[src/rtl/node_pkg.sv]
// Shared types, FSM encoding and the 16-bit narrowing helper for the node neuron.
// sat16 saturates when NODE_SATURATE_EN is defined, otherwise it wraps.
package node_pkg;

    localparam int FRAC = 8;

    typedef logic        [7:0]  arg_t;
    typedef logic signed [15:0] fix_t;

    typedef enum logic [2:0] {
        ST_IDLE,
        ST_MAC,
        ST_RESULT,
        ST_ERROR,
        ST_UPDATE,
        ST_PROP
    } state_t;

    function automatic fix_t sat16(input logic signed [47:0] v);
`ifdef NODE_SATURATE_EN
        if (v > 48'sd32767) begin
            return 16'sh7FFF;
        end else if (v < -48'sd32768) begin
            return 16'sh8000;
        end else begin
            return v[15:0];
        end
`else
        return v[15:0];
`endif
    endfunction

endpackage

[src/rtl/node_lfsr.sv]
// Seed-derived initial weights and bias from a 16-bit maximal-length LFSR.
// A pure function of the parameters, so reset can load these values directly.
module node_lfsr
    import node_pkg::*;
#(
    parameter int          N    = 2,
    parameter logic [15:0] SEED = 16'h0000
) (
    output logic [N-1:0][15:0] init_weights,
    output fix_t               init_bias
);

    logic [15:0] lfsr;

    // x^16+x^14+x^13+x^11+1, right-shifting; every value is taken after one step
    always_comb begin
        lfsr         = (SEED == 16'h0000) ? 16'hACE1 : SEED;
        init_weights = '0;
        for (int i = 0; i < N; i++) begin
            lfsr            = {lfsr[0] ^ lfsr[2] ^ lfsr[3] ^ lfsr[5], lfsr[15:1]};
            init_weights[i] = {{11{lfsr[4]}}, lfsr[4:0]};
        end
        lfsr      = {lfsr[0] ^ lfsr[2] ^ lfsr[3] ^ lfsr[5], lfsr[15:1]};
        init_bias = {{11{lfsr[4]}}, lfsr[4:0]};
    end

endmodule

[src/rtl/node.sv]
// Trainable linear neuron: Q0.8 arguments x Q8.8 weights + bias -> Q8.8 result, LMS training.
// Define NODE_SATURATE_EN to saturate all narrowing instead of two's-complement wrap.
module node
    import node_pkg::*;
#(
    parameter int          N    = 2,
    parameter int          S    = 2,
    parameter logic [15:0] SEED = 16'h0000
) (
    input  logic               clock,
    input  logic               reset,
    input  logic               train,
    input  logic               argument_valid,
    input  logic [N-1:0][7:0]  argument_data,
    output logic               argument_ready,
    output logic               result_valid,
    output logic [15:0]        result_data,
    input  logic               result_ready,
    input  logic               error_valid,
    input  logic [15:0]        error_data,
    output logic               error_ready,
    output logic               propagate_valid,
    output logic [N-1:0][15:0] propagate_data,
    input  logic               propagate_ready
);

    localparam int ACC_W = 26 + $clog2(N);
    localparam int IDX_W = $clog2(N + 1);
    localparam int SEL_W = (N > 1) ? $clog2(N) : 1;
    localparam logic [IDX_W-1:0] LAST      = IDX_W'(N);
    localparam logic [IDX_W-1:0] LAST_TERM = IDX_W'(N - 1);

    state_t                    state;
    state_t                    state_next;
    logic [IDX_W-1:0]          idx;
    logic [SEL_W-1:0]          sel;
    fix_t                      weights [N];
    fix_t                      bias;
    arg_t                      args [N];
    logic                      train_q;
    fix_t                      err;
    logic signed [ACC_W-1:0]   acc;

    logic [N-1:0][15:0]        init_weights;
    fix_t                      init_bias;

    logic signed [15:0]        mul_x;
    logic signed [8:0]         mul_y;
    logic signed [24:0]        mul_p;
    logic signed [31:0]        prop_p;
    fix_t                      weight_next;
    fix_t                      prop_next;
    fix_t                      bias_next;
    fix_t                      result_next;

    node_lfsr #(
        .N    (N),
        .SEED (SEED)
    ) u_lfsr (
        .init_weights (init_weights),
        .init_bias    (init_bias)
    );

    assign sel = idx[SEL_W-1:0];

    // One shared multiplier serves the MAC (w*a) and the weight update (e*a);
    // the back-propagated e*w needs its own product to keep one input per cycle.
    always_comb begin
        mul_x       = (state == ST_UPDATE) ? err : weights[sel];
        mul_y       = {1'b0, args[sel]};
        mul_p       = mul_x * mul_y;
        prop_p      = err * weights[sel];
        weight_next = sat16(48'(weights[sel]) + 48'(mul_p >>> (FRAC + S)));
        prop_next   = sat16(48'(prop_p >>> FRAC));
        bias_next   = sat16(48'(bias) + 48'(err >>> S));
        result_next = sat16(48'(acc >>> FRAC));
    end

    always_comb begin
        state_next = state;
        case (state)
            ST_IDLE:   if (argument_valid && argument_ready) state_next = ST_MAC;
            ST_MAC:    if (idx == LAST) state_next = ST_RESULT;
            ST_RESULT: if (result_valid && result_ready) state_next = train_q ? ST_ERROR : ST_IDLE;
            ST_ERROR:  if (error_valid && error_ready) state_next = ST_UPDATE;
            ST_UPDATE: if (idx == LAST) state_next = ST_PROP;
            ST_PROP:   if (propagate_valid && propagate_ready) state_next = ST_IDLE;
            default:   state_next = ST_IDLE;
        endcase
    end

    // Handshake outputs are registered copies of the next state; the extra cycle at
    // idx==LAST gives the N+1 edge latency from accept to valid.
    always_ff @(posedge clock or posedge reset) begin
        if (reset) begin
            state           <= ST_IDLE;
            idx             <= '0;
            acc             <= '0;
            err             <= '0;
            train_q         <= 1'b0;
            bias            <= init_bias;
            argument_ready  <= 1'b0;
            result_valid    <= 1'b0;
            error_ready     <= 1'b0;
            propagate_valid <= 1'b0;
            result_data     <= '0;
            propagate_data  <= '0;
            for (int i = 0; i < N; i++) begin
                weights[i] <= init_weights[i];
                args[i]    <= '0;
            end
        end else begin
            state           <= state_next;
            argument_ready  <= (state_next == ST_IDLE);
            result_valid    <= (state_next == ST_RESULT);
            error_ready     <= (state_next == ST_ERROR);
            propagate_valid <= (state_next == ST_PROP);
            case (state)
                ST_IDLE: begin
                    if (argument_valid && argument_ready) begin
                        for (int i = 0; i < N; i++) begin
                            args[i] <= argument_data[i];
                        end
                        train_q <= train;
                        acc     <= ACC_W'(bias) <<< FRAC;
                        idx     <= '0;
                    end
                end
                ST_MAC: begin
                    if (idx == LAST) begin
                        result_data <= result_next;
                    end else begin
                        acc <= acc + ACC_W'(mul_p);
                        idx <= idx + 1'b1;
                    end
                end
                ST_ERROR: begin
                    if (error_valid && error_ready) begin
                        err <= error_data;
                        idx <= '0;
                    end
                end
                ST_UPDATE: begin
                    if (idx != LAST) begin
                        weights[sel]        <= weight_next;
                        propagate_data[sel] <= prop_next;
                        if (idx == LAST_TERM) begin
                            bias <= bias_next;
                        end
                        idx <= idx + 1'b1;
                    end
                end
                default: ;
            endcase
        end
    end

endmodule

[config.mk]
export PLATFORM = sky130hd
export DESIGN_NAME = node
export DESIGN_NICKNAME = d
export VERILOG_FILES = /design/src/rtl/node_pkg.sv /design/src/rtl/node_lfsr.sv /design/src/rtl/node.sv
export SDC_FILE = /design/constraint.sdc
export NUM_CORES = 1
export LEC_CHECK = 0
export CORE_ASPECT_RATIO = 0.9
export CORE_MARGIN = 1
export CORE_UTILIZATION = 64
export DETAILED_ROUTE_END_ITERATION = 10
export PLACE_DENSITY = 0.92
export SYNTH_ARGS = -nofsm -noshare
export SYNTH_HDL_FRONTEND = slang
export SYNTH_SLANG_ARGS = --single-unit
[constraint.sdc]
create_clock -name clock -period 10.32 [get_ports clock]
set_input_delay 2.58 -clock clock [delete_from_list [all_inputs] [get_ports clock]]
set_output_delay 2.58 -clock clock [all_outputs]
set_load 0.02 [all_outputs]
==> Word-level counts from Yosys, hierarchy flattened <==
Cells that the tools add are included.
{ "word_totals": {"register_bits": 165, "in_bits": 39, "out_inout_bits": 52, "wordCells": 89} }
{ "op_classes": {"n_addsub": 4, "mul": 2, "magnitude_cmp": 4, "eq_ne": 15, "n_mux": 29, "n_bitwise": 1, "n_reduce_logical": 17} }
{ "ops": {"columns": ["operator", "n"], "rows": [
  ["2-to-1 mux 16 bit", 6],
  ["bitwise mux 32 bit", 2],
  ["2-to-1 mux 27 bit", 2],
  ["one-hot mux 27 bit (2 select lines)", 1],
  ["demux 16 bit (select 1 bit)", 2],
  ["adder 27 x 25 -> 27 bit", 1],
  ["multiplier 16 x 9 -> 25 bit", 1],
  ["multiplier 16 x 16 -> 24 bit", 1],
  ["2-to-1 mux 8 bit", 3],
  ["2-to-1 mux 3 bit", 6],
  ["one-hot mux 3 bit (6 select lines)", 1],
  ["adder 16 x 14 -> 16 bit", 1],
  ["adder 16 x 15 -> 16 bit", 1],
  ["== test 3 x 2 -> 1 bit, second input constant", 4],
  ["2-to-1 mux 2 bit", 5],
  ["== test 3 bit, second input constant", 3],
  ["!= test 2 bit, second input constant", 4],
  ["one-hot mux 2 bit (4 select lines)", 1],
  ["AND reduction 2 bit", 4],
  ["logical AND 1 bit", 6],
  ["zero test 3 bit", 2],
  ["AND reduction 3 bit", 2],
  ["AND reduction 5 bit", 1],
  ["nonzero test 4 bit", 1],
  ["other kinds (11)", 11]
]} }

==> Depth between registers and ports, before layout <==
Gate-level depths: netlist of run 1.
{ "logic_depth": {"ltp_word": 9, "ltp_mapped": 35, "ltp_nobuf": 33} }

==> Worst setup path before layout of run 1 <==
Ideal clock, no wire load.
{ "synth_path": {"kind": "register to register", "from": "register idx[0]", "to": "register acc[23]", "setup_time_ns": 0.099, "t_arrival_ns": 7.467, "t_required_ns": 10.221, "setup_slack_ns": 2.753, "stages_incl_launch_ff": 33, "path_buffers": 3, "synth_period_minus_slack_ns": 7.567, "path_cell_list": "dfrtp_1 clkbuf_1 buf_2 buf_1 mux2_2 mux2i_1 nor2_1 fa_1 inv_1 fa_1 inv_1 fa_1 inv_1 fa_1 inv_1 ha_1 or3_1 o21ai_0 nor2b_1 o21bai_1 a21oi_1 xnor2_1 ha_1 a21o_1 a21o_1 a31oi_1 o21ai_0 o21ai_0 a31oi_1 a31oi_1 xnor2_1 nor3_1 a311oi_1"} }
{ "synth_between": {"elab_chain_cells": 9, "word_cells_on_any_way": 15, "cone_classes": "add/sub (1); mul (1); eq/ne (2); mux (9); bitwise (1); reduce/logical (1)"} }
{ "synth_rtl": {"columns": ["item", "line_no", "rtl"], "rows": [
  ["from (decl)", "node.sv:35", "logic [IDX_W-1:0] idx;"],
  ["from (signal assigned)", "node.sv:134", "idx <= idx + 1'b1;"],
  ["from (signal assigned)", "node.sv:150", "idx <= idx + 1'b1;"],
  ["NOT 1 -> 2 bit (implied by the code)", "node.sv:69, node.sv:70", null],
  ["2-to-1 mux 16 bit (implied by the code) (3 in series)", "node.sv:69", "mul_x = (state == ST_UPDATE) ? err : weights[sel];"],
  ["2-to-1 mux 16 bit", "node.sv:69", null],
  ["multiplier 16 x 9 -> 25 bit", "node.sv:71", "mul_p = mul_x * mul_y;"],
  ["adder 27 x 25 -> 27 bit", "node.sv:133", "acc <= acc + ACC_W'(mul_p);"],
  ["2-to-1 mux 27 bit", "node.sv:130", "if (idx == LAST) begin"],
  ["one-hot mux 27 bit (2 select lines)", "node.sv:118", "case (state)"],
  ["to (signal assigned)", "node.sv:125", "acc <= ACC_W'(bias) <<< FRAC;"],
  ["to (signal assigned)", "node.sv:133", null],
  ["to (decl)", "node.sv:42", "logic signed [ACC_W-1:0] acc;"]
]} }
Parallel ways exist; a longest one is shown, timed or not. The select of a mux whose other input is x is not followed.
A chain may end at the register's enable or synchronous reset.

==> Worst setup path in the final report of run 1 <==
{ "layout_path": {"from": "register idx[0]", "to": "register weights[30] (netlist bit)"} }
{ "layout_between": {"elab_chain_cells": 8, "word_cells_on_any_way": 18, "cone_classes": "add/sub (1); mul (1); order compare (2); eq/ne (1); mux (10); bitwise (1); reduce/logical (2)"} }
{ "layout_rtl": {"columns": ["item", "line_no", "rtl"], "rows": [
  ["NOT 1 -> 2 bit (implied by the code)", null, null],
  ["2-to-1 mux 16 bit (implied by the code) (3 in series)", "node.sv:69, node.sv:73", null],
  ["2-to-1 mux 16 bit", "node.sv:69", null],
  ["multiplier 16 x 9 -> 25 bit", "node.sv:71", null],
  ["adder 16 x 15 -> 16 bit", "node.sv:73", "weight_next = sat16(48'(weights[sel]) + 48'(mul_p >>> (FRAC + S)));"],
  ["bitwise mux 32 bit", "node.sv:145", "weights[sel] <= weight_next;"],
  ["to (signal, indexed assignment)", "node.sv:109", "weights[i] <= init_weights[i];"],
  ["to (signal, indexed assignment)", "node.sv:145", null],
  ["to (decl)", "node.sv:37", "fix_t weights [N];"]
]} }
Parallel ways exist; a longest one is shown, timed or not. The select of a mux whose other input is x is not followed.

==> impl_metrics.tcl, run 1 <==
set metrics [dict create \
    synthDistinctLibCells 55 \
    die_h_um 173 \
    dieArea_um2 33300 \
    synthCells 2271 \
    drc 0 \
    hp-class "flip-flop to flip-flop" \
    synth.ff_latch_count 162 \
    dp_hpwl_um 40600 \
    initial_core_util_pct 65.2 \
    finalHoldViolations 0 \
    areaGrowthSynthToFinish_pct 8.85 \
    synth_top_family_by_area "adder cells" \
    port-buffer-count 90 \
    final_nets 2823 \
    synth_compound_area_share_pct 8.28 \
    rrSetupSlack_ps 1330 \
    power_density_nw_per_um2 208 \
    critPathArrivalTime_ps 9370 \
    finalCriticalPeriod_ps 8990 \
    final_cell_mix "396 x inv_1, 331 x nand2_1, 291 x fa_1" \
    yosysSeqAreaShare_pct 19.7 \
    grt_usage_pct 36.0 \
    netlist_area_um2 20800 \
    mostFrequentLayoutCell "inv_1" \
    cts_buffers 17 \
    synth_edf_count 0 \
    drv_cap 0 \
    power_leakage_nw 11.4 \
    hold_buffers 0 \
    final_util_pct 70.9 \
    synth_xor_area_share_pct 4.23 \
    vias 16900 \
    holdWs_ps 462 \
    cp-start-kind "flip-flop" \
    drtIter0Drc 1828 \
    root_buffer "clkbuf_16" \
    post_synth.cell_area_avg_um2 9.17 \
    met3_length_um 5770 \
    drv_slew 0 \
    min_period_over_period_pct 87.1 \
    wl_met1_um 21000 \
    skew_ps 14.4 \
    slowest_stage "dfrtp_1" \
    diodes 0 \
    multiInputGateArea_um2 14900 \
    fmax_mhz 111 \
    async_flop_share_pct 100 \
    synth_flop_cell "dfrtp_1" \
    timing.final.ws_setup_ps 1330 \
    yosys.area_share.adder_pct 38.5 \
    ir_worst_vdd_mv 0.158 \
    post_cts_buffers 0 \
    antenna_found_initial 1 \
    finalSetupTns_ps 0 \
    setup_violations 0 \
    drt-total-wl_um 56700 \
    dr_wl_met2_um 26800 \
    post_drt_via_cell_ratio 6.16 \
    ys_warn_count 0 \
    wl_per_cell_um 20.6 \
    h-tree-depth 4 \
    cts_buffer_depth 2 \
    drive_gt1_share_pct 9.14 \
    muxShareOfSynthArea_pct 6.41 \
    core_um2 32000 \
    path_clk_slew_ps 70 \
    rsz0062_at_grt "no" \
    grt_start_max_net_pins 90 \
    seq_area_um2 4100 \
    cts_tree "built" \
    rows 62 \
    max-slew-margin-rel_pct 25.7 \
    drtPass1Iterations 9 \
    critPathMaxStageDelay_ps 950 \
    first_global_vias 18400 \
    top_layer "met5" \
    crit_fanout 18 \
    synth_nets 2777 \
    endpoint_kind "flip-flop" \
    critical_path_class "flip-flop to flip-flop" \
    cts_sinks 162 \
    status "finished, final reports clean" \
    fillers 2133 \
    grt_pass1_wl_um 93000 \
    detail-route-antenna-nets 0 \
    synth-simple-area-share_pct 14.2 \
    cts_resized 0 \
    die_w_um 192 \
    pre_cts_ws_ps 1770 \
    grt_overflow 0 \
    pin_count 91 \
    clkLatencyLatePin_ps 460 \
    crit_required_ps 10700 \
    worstMarginPinSlew_ps 1080 \
    gp_congestion 0.975 \
]
-- path summary, 6_finish.rpt --
kind	endpoint	cells past startpoint	startpoint
setup / recovery	weights[30]	28	idx[0]
hold / removal	weights[22]	2	weights[22]
min in group asynchronous	result_data[0]	2	reset
setup reg to reg	weights[30]	28	idx[0]
hold reg to reg	weights[22]	2	weights[22]
max in group asynchronous	propagate_data[1]	3	reset
-- synthesized netlist by cell type, drive strengths merged (26+ instances only) --
| cell type | count | area [um2] |
|---|---|---|
| a21oi | 67 | 339 |
| and2 | 91 | 569 |
| clkbuf | 71 | 267 |
| dfrtp | 123 | 3080 |
| dfstp | 39 | 1020 |
| fa | 291 | 5830 |
| ha | 176 | 2200 |
| inv | 397 | 1490 |
| mux2 | 99 | 1110 |
| nand2 | 332 | 1250 |
| nor2 | 143 | 537 |
| o21ai | 89 | 445 |
| xnor2 | 72 | 631 |
| xor2 | 26 | 228 |
-- critical path: cells and delay by family, from the launching register on --
kind,cells,cell delay (ps)
flip-flops,1,950
multiplexers,2,1200
AND/OR/NAND/NOR,3,770
XOR/XNOR,2,380
adder cells (fa/ha/maj),6,2570
AO/OA/AOI/OAI,10,2390
buffers and inverters,5,640
-- routing by layer --
layer / GRT usage, % / vias to the layer above
li1: - / 7195
met1: 45.9 / 8357
met2: 57.6 / 1052
met3: 8.34 / 304
met4: 17.6 / 2
met5: 0 / -
-- metrics by stage --
step | cell area (um2) | std cells | total power, W
floorplan | 20800 | 2271 | 0.00306
finish | 22700 | 2746 | 0.00472
CTS | 22700 | 2746 | 0.00462
global route | 22700 | 2746 | 0.00502
global placement | 22100 | 2714 | 0.00377
detailed placement | 22100 | 2714 | 0.00394
-- logic make-up after synthesis --
kind of cell,Yosys count
and+or+nand+nor,668
buffers and inverters,480
adders and majority gates,467
AOI/OAI and AO/OA,274
DFF,162
muxes,121
xor gates and xnor gates,99
-- registers in the layout, summed over array words and instances (netlist names) --
| register | cells |
|---|---|
| argument_ready | 1 |
| propagate_data | 32 |
| weights | 32 |
| result_valid | 1 |
| state | 3 |
| args | 16 |
| propagate_valid | 1 |
| error_ready | 1 |
| result_data | 16 |
| acc | 24 |
| bias | 16 |
| train_q | 1 |
| idx | 2 |
| err | 16 |
-- final cells by class --
type	count	share of cell area, %
Clock inverter	14	0.624
Inverter	398	6.61
Sequential cell	162	18.1
Tap cell	416	2.30
Clock buffer	18	1.89
Multi-Input combinational cell	1629	65.9
Timing Repair Buffer	109	4.60
-- power breakdown --
group          leakage, nW  internal (W)  total [W]  switching (W)
combinational         9.08       0.00115    0.00309        0.00194
clock                0.275      0.000321   0.000642       0.000320
sequential            2.03      0.000804   0.000988       0.000183
total                 11.4       0.00228    0.00472        0.00244
Power figures use the tool's default switching activity.
==> run 2, diff against run 1 <==
PLACE_DENSITY = 0.93   (was 0.92)
SKIP_LAST_GASP = 1   (was default)
==> impl_metrics.tcl, run 2 (synthesis results as in run 1) <==
set metrics [dict create \
    drv_cap 0 \
    grt_start_max_net_pins 84 \
    detail-route-antenna-nets 0 \
    die_w_um 192 \
    power_leakage_nw 11.4 \
    dp_hpwl_um 41300 \
    status "finished, final reports clean" \
    skew_ps 11.7 \
    dr_wl_met2_um 26400 \
    grt_usage_pct 35.1 \
    pin_count 91 \
    antenna_found_initial 0 \
    cts_tree "built" \
    worstMarginPinSlew_ps 1310 \
    finalHoldViolations 0 \
    final_nets 2826 \
    endpoint_kind "flip-flop" \
    hp-class "flip-flop to flip-flop" \
    core_um2 32000 \
    critPathMaxStageDelay_ps 680 \
    critical_path_class "flip-flop to flip-flop" \
    post_cts_buffers 0 \
    top_layer "met4" \
    crit_fanout 29 \
    cp-startpoint "idx[0]" \
    grt_pass1_wl_um 91100 \
    clkLatencyLatePin_ps 460 \
    min_period_over_period_pct 83.4 \
    cts_buffer_depth 2 \
    drv_slew 0 \
    mostFrequentLayoutCell "inv_1" \
    rows 62 \
    drc 0 \
    wl_met1_um 20500 \
    finalSetupTns_ps 0 \
    initial_core_util_pct 65.2 \
    port-buffer-count 90 \
    vias 16700 \
    post_drt_via_cell_ratio 6.07 \
    met3_length_um 5650 \
    final_cell_area_um2 22700 \
    fmax_mhz 116 \
    final_cell_mix "396 x inv_1, 331 x nand2_1, 291 x fa_1" \
    drive_gt1_share_pct 9.26 \
    cts_buffers 17 \
    root_buffer "clkbuf_16" \
    first_global_vias 18300 \
    power.total_w 0.00475 \
    drt-total-wl_um 55300 \
    hold_buffers 0 \
    max-slew-margin-rel_pct 12.7 \
    crit_required_ps 10680 \
    finalCriticalPeriod_ps 8600 \
    gp_congestion 0.962 \
    drtPass1Iterations 9 \
    wl_per_cell_um 20.1 \
    ir_worst_vdd_mv 0.177 \
    dieArea_um2 33300 \
    slowest_stage "mux2i_1" \
    path_clk_slew_ps 70 \
    die_h_um 173 \
    setup_violations 0 \
    cts_sinks 162 \
    reg.largest.list "propagate_data x32, weights x32, acc x24" \
    rr_startpoint "idx[0]" \
    h-tree-depth 4 \
    power_density_nw_per_um2 209 \
    drtIter0Drc 1680 \
    critPathArrivalTime_ps 8960 \
    cts_resized 0 \
    placed_area_um2 22100 \
    areaGrowthSynthToFinish_pct 9.09 \
    cp-start-kind "flip-flop" \
    hold_path_startpoint "weights[25]" \
    grt_overflow 0 \
    rsz0062_at_grt "no" \
]
## run 2: per-stage QoR
step / instances / utilization, % / hold WS (ps) / setup slack, ps
2_1_floorplan: 2271 / - / 438 / 2750
3_3_place_gp: 2717 / 69.2 / 445 / 2140
5_1_grt: 2749 / 71.1 / 491 / 1220
6_report: 2750 / 71.1 / 460 / 1720
4_1_cts: 2749 / 71.1 / 461 / 1800
3_5_place_dp: 2717 / 69.2 / 452 / 1860
## run 2: final timing paths
| check | cells after the start | slack (ps) | to |
|---|---|---|---|
| min | 2 | 460 | weights[25] |
| max | 30 | 1720 | acc[23] |
| min in group asynchronous | 2 | 2650 | acc[9] |
| max reg2reg | 30 | 1720 | acc[23] |
| min reg2reg | 2 | 460 | weights[25] |
| max in group asynchronous | 3 | 6150 | propagate_data[27] |
## run 2: power by group
part           internal (W)  leakage, nW  switching, W
Sequential         0.000805         2.03      0.000163
Clock              0.000365        0.288      0.000310
Combinational       0.00116         9.10       0.00195
## run 2: cell type report
class / instances / area [um2]
clock inverters: 14 / 166
repair buffers: 112 / 1070
well taps: 416 / 520
inverters: 398 / 1500
fillers: 2170 / 9240
diodes: 1 / 2.50
multi-input cells: 1629 / 14900
flip-flops and latches: 162 / 4100
clock buffers: 18 / 429
## run 2: metal layers
metal / global-route usage (%) / vias up
met5: 0 / -
li1: - / 7197
met4: 17.8 / 0
met3: 8.30 / 262
met1: 44.0 / 8202
met2: 56.7 / 1034
## run 2: worst max-delay path: cells and delay by family (launching register included)
kind / cells / cell delay [ps]
adder cells (fa/ha/maj): 6 / 2570
AO/OA/AOI/OAI: 11 / 2280
multiplexers: 2 / 1280
AND/OR/NAND/NOR: 4 / 810
buffers and inverters: 5 / 640
flip-flops: 1 / 470
XOR/XNOR: 2 / 420
==> RTL edit (config.mk and constraints of run 2) <==
The 6 states of `state_t` get a one-hot encoding in 6 bits.
--- a/src/rtl/node_pkg.sv
+++ b/src/rtl/node_pkg.sv
@@ -7,13 +7,13 @@
     typedef logic        [7:0]  arg_t;
     typedef logic signed [15:0] fix_t;
 
-    typedef enum logic [2:0] {
-        ST_IDLE,
-        ST_MAC,
-        ST_RESULT,
-        ST_ERROR,
-        ST_UPDATE,
-        ST_PROP
+    typedef enum logic [5:0] {
+        ST_IDLE   = 6'b000001,
+        ST_MAC    = 6'b000010,
+        ST_RESULT = 6'b000100,
+        ST_ERROR  = 6'b001000,
+        ST_UPDATE = 6'b010000,
+        ST_PROP   = 6'b100000
     } state_t;
 
     function automatic fix_t sat16(input logic signed [47:0] v);
Function: same outputs for any inputs over 4 cycles, from zero or initial values and one cycle with reset high; so few cycles prove little.
==> RTL edit against run 2 <==
The run now ends with design-rule violations left. Setup slack worse by 0.68 ns. Global-route usage down 0.92 points. Sequential cell count up 3. Final area up 0.50%. Wire length down 2.6%. Count of clock-buffer cells in the layout down 1. Non-clock buffer count up 3. Area after synthesis up 0.25%. Critical path type unchanged.
Power is not compared: it rests on default switching activity, and its combinational part moved more than twofold at a synthesized area within 25%.
==> RTL edit: results <==
group,metric,value,unit
drt,drt-met1-wl,20300,um
setup_path,cp_top_family,"compound AO/OA/AOI/OAI gates",
drt,viasPerCell,6.10,
logic_synthesis,synthMuxAreaShare,0.0809,
logic_synthesis,synth_area_leaders,"fa_1 (28%), dfrtp_1 (15%), ha_1 (11%)",
sta,whs,0.491,ns
logic_synthesis,synth-xor-area-share,0.0444,
status,violations,"design-rule violations",
drt,routedWlPerCell,20.0,um
drt,drtIter0Drc,1675,
setup_path,cp_max_fo,28,
logic_synthesis,synthAdderAreaFrac,0.384,
place,hpwl,40400,um
drt,drt-total-wl,53800,um
logic_synthesis,ys_seq_area_frac,0.200,
sta,finalClockSkew,0.0171,ns
finish,fill_cells,2088,
logic_synthesis,synth_compound_area_frac,0.0789,
global_route,gr-usage-all-layers,0.342,
logic_synthesis,netlist_top_cells_count,"inv_1 (379), fa_1 (291), nand2_1 (270)",
drt,drcViolationCount,12,
place,dp_cells,2662,
place,post_dp_cell_area,22200,um2
finish,drive_gt1_frac,0.109,
drt,wl_met3,5530,um
place,place.gp.congestion,0.950,
logic_synthesis,ys_types,59,
setup_path,cp_slowest_cell,"o311ai_0",
status,outcome,"finished with violations",
logic_synthesis,syn_inst,2207,
finish,fin_nets,2771,
==> RTL edit: changes by cell type after synthesis, moves of 6 or more <==
cell      change
nor3_1        -7
a21oi_1      +20
nor2b_1      +23
mux2_2       +31
o21ai_0      -23
clkbuf_1     -11
nand2_1      -62
nor2_1        -8
and2_1       -29
a21boi_0      -6
inv_1        -18
==> RTL edit: power groups by stage <==
stage,clock (uW),sequential (uW),combinational [uW]
finish,693,782,455
global route,711,788,489
CTS,690,781,451
detailed placement,0,793,448
global placement,0,786,436
floorplan,0,771,307
==> RTL edit: per-stage QoR <==
stage,worst slack [ns],util
detailed placement,1.30,0.693
finish,1.03,0.713
global route,0.635,0.713
floorplan,2.27,-
global placement,1.70,0.693
CTS,1.24,0.713
==> RTL edit: per-layer routing <==
metal	vias up	global-route usage
met2	977	0.556
met5	-	0
met3	228	0.0706
met1	8140	0.439
met4	0	0.157
li1	7100	-
==> RTL edit: how the worst min path moves through the flow <==
stage | startpoint | endpoint
2_1_floorplan | weights[1] | weights[1]
3_3_place_gp | weights[2] | weights[2]
3_5_place_dp | weights[2] | weights[2]
4_1_cts | weights[2] | weights[2]
5_1_grt | weights[11] | weights[11]
6_report | weights[2] | weights[2]
==> RTL edit: area by class of cell <==
| class | instances | share of cell area |
|---|---|---|
| inverter | 380 | 0.0627 |
| sequential | 165 | 0.183 |
| timing repair buffer | 115 | 0.0477 |
| clock inverter | 15 | 0.00915 |
| clock buffer | 17 | 0.0186 |
| tap | 416 | 0.0228 |
| multi-input combinational | 1586 | 0.656 |
==> RTL edit: worst min-delay path, stage by stage, from the launching register on <==
cell	delay, ns
dfrtp_1	0.35
nand2_1	0.04
o21ai_0	0.06
